==> config.mk <==
export PLATFORM = sky130hd
export DESIGN_NAME = twiddle_gen
export DESIGN_NICKNAME = d
export VERILOG_FILES = /design/src/rtl/twiddle_gen.sv
export SDC_FILE = /design/constraint.sdc
export NUM_CORES = 1
export LEC_CHECK = 0
export ABC_AREA = 1
export CAP_MARGIN = 20
export CORE_MARGIN = 8
export CORE_UTILIZATION = 49
export CTS_CLUSTER_DIAMETER = 50
export CTS_CLUSTER_SIZE = 25
export DETAILED_ROUTE_END_ITERATION = 10
export PLACE_DENSITY = 0.8
export SLEW_MARGIN = 40
export SYNTH_ARGS = -nofsm -noshare
export SYNTH_HDL_FRONTEND = slang
export SYNTH_SLANG_ARGS = --single-unit
==> constraint.sdc <==
create_clock -name clk -period 2.4 [get_ports clk]
set_clock_uncertainty 0.1 [all_clocks]
set_input_delay 0.36 -clock clk [delete_from_list [all_inputs] [get_ports clk]]
set_output_delay 0.36 -clock clk [all_outputs]
set_load 0.005 [all_outputs]
==> src/rtl/twiddle_gen.sv <==
// twiddle_gen: radix-2 DIF FFT twiddle sequencer folding a quarter-wave cosine table into W_N^m.
// Streams N/2 twiddles per stage over valid/ready through a two-stage stallable pipeline.
module twiddle_gen #(
  parameter int N_LOG2 = 5,
  parameter int WIDTH  = 16,
  parameter int FRAC   = 7
) (
  input  logic                    clk,
  input  logic                    rst_n,
  input  logic                    start,
  input  logic [3:0]              stage,
  input  logic                    inverse,
  input  logic                    tw_ready,
  output logic                    tw_valid,
  output logic signed [WIDTH-1:0] tw_re,
  output logic signed [WIDTH-1:0] tw_im,
  output logic [N_LOG2-2:0]       tw_idx,
  output logic                    tw_last,
  output logic                    busy,
  output logic                    err
);
  localparam int HW = N_LOG2 - 1;
  localparam int H  = 2 ** HW;
  localparam int Q  = 2 ** (N_LOG2 - 2);

  typedef enum logic [1:0] {IDLE, RUN, DRAIN} state_t;

  state_t                  state;
  logic [HW-1:0]           c, p1_m, a_re, a_im;
  logic [3:0]              st;
  logic                    inv, p1_valid, p1_last, lo, en;
  logic signed [WIDTH-1:0] tbl [0:Q];

  function automatic int cval(int i);
    real x;
    x = (2.0 ** FRAC) * $cos(2.0 * 3.141592653589793 * i / (2.0 ** N_LOG2));
    return x >= 0.0 ? $rtoi(x + 0.5) : -$rtoi(0.5 - x);
  endfunction

  for (genvar i = 0; i <= Q; i++) begin : g_tbl
    localparam int V = cval(i);
    assign tbl[i] = WIDTH'(V);
  end

  // Both fold addresses land in 0..Q; modular HW-bit arithmetic gives N/2-m as -m.
  assign lo   = p1_m < HW'(Q);
  assign a_re = lo ? p1_m : -p1_m;
  assign a_im = lo ? HW'(Q) - p1_m : p1_m - HW'(Q);
  assign en   = !tw_valid || tw_ready;
  assign busy = state != IDLE;

  always_ff @(posedge clk or negedge rst_n) begin
    if (!rst_n) begin
      state    <= IDLE;
      c        <= '0;
      st       <= '0;
      inv      <= 1'b0;
      p1_valid <= 1'b0;
      p1_m     <= '0;
      p1_last  <= 1'b0;
      tw_valid <= 1'b0;
      tw_re    <= '0;
      tw_im    <= '0;
      tw_idx   <= '0;
      tw_last  <= 1'b0;
      err      <= 1'b0;
    end else begin
      err <= state == IDLE && start && stage >= 4'(N_LOG2);
      if (state == IDLE && start && stage < 4'(N_LOG2)) begin
        state <= RUN;
        st    <= stage;
        inv   <= inverse;
        c     <= '0;
      end
      if (en) begin
        p1_valid <= state == RUN;
        p1_m     <= c << st;
        p1_last  <= c == HW'(H - 1);
        tw_valid <= p1_valid;
        tw_idx   <= p1_m;
        tw_last  <= p1_last;
        tw_re    <= lo ? tbl[a_re] : -tbl[a_re];
        tw_im    <= inv ? tbl[a_im] : -tbl[a_im];
        if (state == RUN) begin
          c <= c + 1'b1;
          if (c == HW'(H - 1)) state <= DRAIN;
        end
      end
      if (state == DRAIN && tw_valid && tw_ready && tw_last) state <= IDLE;
    end
  end
endmodule

==> flow_summary.ini <==
[finish]
layout-drive-gt1-share = 0.145
final_net_count = 416
areaGrowthSynthToFinish_pct = 22.9
n_antenna_cell = 0
fin_util = 0.616

[detailed_routing]
dr.first_iter.drc_count = 163
vias = 2520
dr.pass1.iters = 4
via_per_inst = 5.29
routed_wl_um = 6470
drt-wirelength-per-cell_um = 13.6
postRouteAntennaNets = 0
route.detailed.drc = 0

[yosys]
yosysSeqAreaShare = 0.458
synth_nets = 369
yosys_warnings = 0
synth_top_area_cell = dfrtp_1
synth_cell_types = 34
synth_area_mm2 = 0.00295
yosys_most_used_dff = dfrtp_1
async_flop_share = 1.00
synth_common_cells = nand2_1 (112), dfrtp_1 (54), nand3_1 (31)
synth_compound_area_frac = 0.0878
syn_avg_cell_area_um2 = 8.36
synthSimpleGateAreaFrac = 0.340
synth_xor_area_frac = 0.0119
synthMuxAreaShare = 0
synth_seq_cells = 54
synth_top_family_by_area = simple AND/OR/NAND/NOR gates
synth_most_common_cell = nand2_1
synth-edff-count = 0
synth_area_leaders = dfrtp_1 (46%), nand2_1 (14%), nand3_1 (5.3%)
synthCells = 353
synthAdderAreaFrac = 0.0297
synthDominantCellAreaShare = 0.458

[grt]
grtUsageMet1 = 0.188
grt_max_degree = 49
grt.total_usage = 0.154
grt_overflow_total = 0
grtUsageMet3 = 0.0433
antenna_found_initial = 0
globalRouteMet2Util = 0.262
top_usage_layer = met2
grt_pass1_wl_um = 11200
grt_pass1_vias = 2478

[power]
leakage_uw = 0.00177
power_uw = 5550
pwr_density_cell_mw_per_mm2 = 1530
peakVddDrop_mv = 0.650

[placement]
pre_cts_slack_ns = 0.0897
detailed_place_hpwl_um = 4850
io_buffers = 48
place.gp.congestion = 0.864

[timing]
fmax_mhz = 448
hold_violations = 0
rsz0062_at_grt = false
period_minus_slack_ns = 2.23
maxSlewViolCount = 0
relSlewSlack = 0.589
postLayoutSetupSlackWorst_ns = 0.168
tightest_slew_ns = 0.617
setup_viol = 0
finalSetupTns_ns = 0
fin_crit_sh = 0.930
whs_ns = 0.364

[floorplan]
core_mm2 = 0.00589
rows = 28
initial_core_util = 0.501
die-area_mm2 = 0.00876
chipWidth_um = 93.6
die_y_um = 93.6
ioPinCount = 49

[flow_run]
maxCapViolCount = 0

[worst_setup_path]
worstPathArrival_ns = 2.32
path_buf_inv = 2
start_kind = flip-flop
critPathKind = reg2reg
slowest_stage = dfrtp_2
crit_path_end_kind = flip-flop
crit_fanout = 8
path_delay_family = simple AND/OR/NAND/NOR gates
path_cells = inv_4 > ha_2 > nand2_1 > nand3_4 > nand3_2 > nand2_1 > nand2_2 > nand3_2 > inv_1 > ha_1 > a21oi_1 > o21ai_0
critical_path.max_stage_delay_ns = 0.48
required_ns = 2.48
rrSetupSlack_ns = 0.17

[cts]
clockBufferDepth = 2
cts.sinks = 54
cts_htree_levels = 2
numCtsBuffers = 5
cts.reportedPaths.clkPinSlew_ns = 0.11
post_cts_buffers = 0
cts_tree = yes
clk_latency_ns = 0.32
clk_root_buffer_cell = clkbuf_8

[outcome]
status = completed

[worst_hold_path]
min_path_type = reg2reg
[routing by layer]
layer | share of wire | up-vias
met5 | 0 | -
met4 | 0.0088 | 0
met3 | 0.070 | 5
met2 | 0.46 | 65
met1 | 0.46 | 1202
li1 | - | 1248
[final cells by class]
class | instances | area [um^2]
Inverter | 34 | 133
Clock buffer | 5 | 68.8
Fill cell | 512 | 2260
Sequential cell | 54 | 1350
Tap cell | 75 | 93.8
Multi-Input combinational cell | 251 | 1390
Timing Repair Buffer | 54 | 536
Clock inverter | 3 | 48.8
[logic make-up (layout without fill, tap and decap cells)]
| kind of cell | Yosys count | in the layout |
|---|---|---|
| buffers and inverters | 48 | 96 |
| flip-flops | 54 | 54 |
| XOR/XNOR | 4 | 4 |
| adder cells (fa/ha/maj) | 7 | 7 |
| AND/OR/NAND/NOR | 196 | 196 |
| AO/OA/AOI/OAI | 44 | 44 |
[state kept, by name, summed over array words and instances, names as in the netlist]
| signal | flops |
|---|---|
| c | 4 |
| err | 1 |
| inv | 1 |
| p1_last | 1 |
| p1_m | 4 |
| p1_valid | 1 |
| st | 4 |
| state | 2 |
| tw_idx | 4 |
| tw_im | 15 |
| tw_last | 1 |
| tw_re | 15 |
| tw_valid | 1 |
[report_power, final]
part | internal [uW] | switching [uW] | leakage (uW)
Sequential | 1310 | 259 | 0.000691
Clock | 318 | 320 | 0.0000563
Combinational | 1430 | 1920 | 0.00102
Total | 3050 | 2500 | 0.00177
[cell usage in the layout (no fill, tap or decap), types with 2 or more instances in the layout]
| cell type | netlist | final |
|---|---|---|
| nand3_2 | 11 | 11 |
| nand3_4 | 4 | 4 |
| inv_1 | 26 | 26 |
| inv_4 | 0 | 2 |
| nor2_1 | 14 | 13 |
| nand3b_1 | 4 | 4 |
| o31ai_1 | 2 | 2 |
| a21oi_1 | 6 | 6 |
| dfrtp_1 | 54 | 53 |
| ha_1 | 7 | 6 |
| o21ai_0 | 20 | 20 |
| nand3_1 | 31 | 31 |
| nand4_1 | 3 | 3 |
| o211ai_1 | 3 | 3 |
| clkbuf_8 | 0 | 5 |
| buf_4 | 2 | 4 |
| o221ai_1 | 2 | 2 |
| o22ai_1 | 2 | 2 |
| nand2_2 | 11 | 11 |
| nand2_1 | 112 | 112 |
| xor2_1 | 4 | 4 |
| o21ai_2 | 1 | 2 |
| o21ai_1 | 5 | 4 |
| nand4_4 | 2 | 2 |
| inv_2 | 8 | 6 |
| clkdlybuf4s50_1 | 0 | 47 |
[repair_timing]
item	4_1_cts	5_1_grt
gates resized for setup	0	5
hold endpoints to repair	27	0
setup endpoints to repair	0	12
hold buffers	1	0
[path summary, 6_finish.rpt]
check	start	endpoint	cells past startpoint
min reg2reg	p1_valid	tw_valid	2
max in group asynchronous	rst_n	p1_m[0]	3
max	p1_m[0]	tw_re[7]	12
min in group asynchronous	rst_n	tw_idx[3]	2
min	p1_valid	tw_valid	2
max reg2reg	p1_m[0]	tw_re[7]	12
[stage by stage]
stage | std cells | instance area (um^2)
floorplan | 353 | 2950
global placement | 467 | 3490
finish | 476 | 3630
detailed placement | 467 | 3490
global route | 476 | 3630
CTS | 476 | 3610
[worst reg2reg max path, delay by kind of cell, from the launching register on]
kind | cells | cell delay (ns)
DFF | 1 | 0.48
buffers and inverters | 2 | 0.18
adders and majority gates | 2 | 0.49
AOI/OAI and AO/OA | 2 | 0.21
and+or+nand+nor | 6 | 0.65
Power figures use the tool's default switching activity.
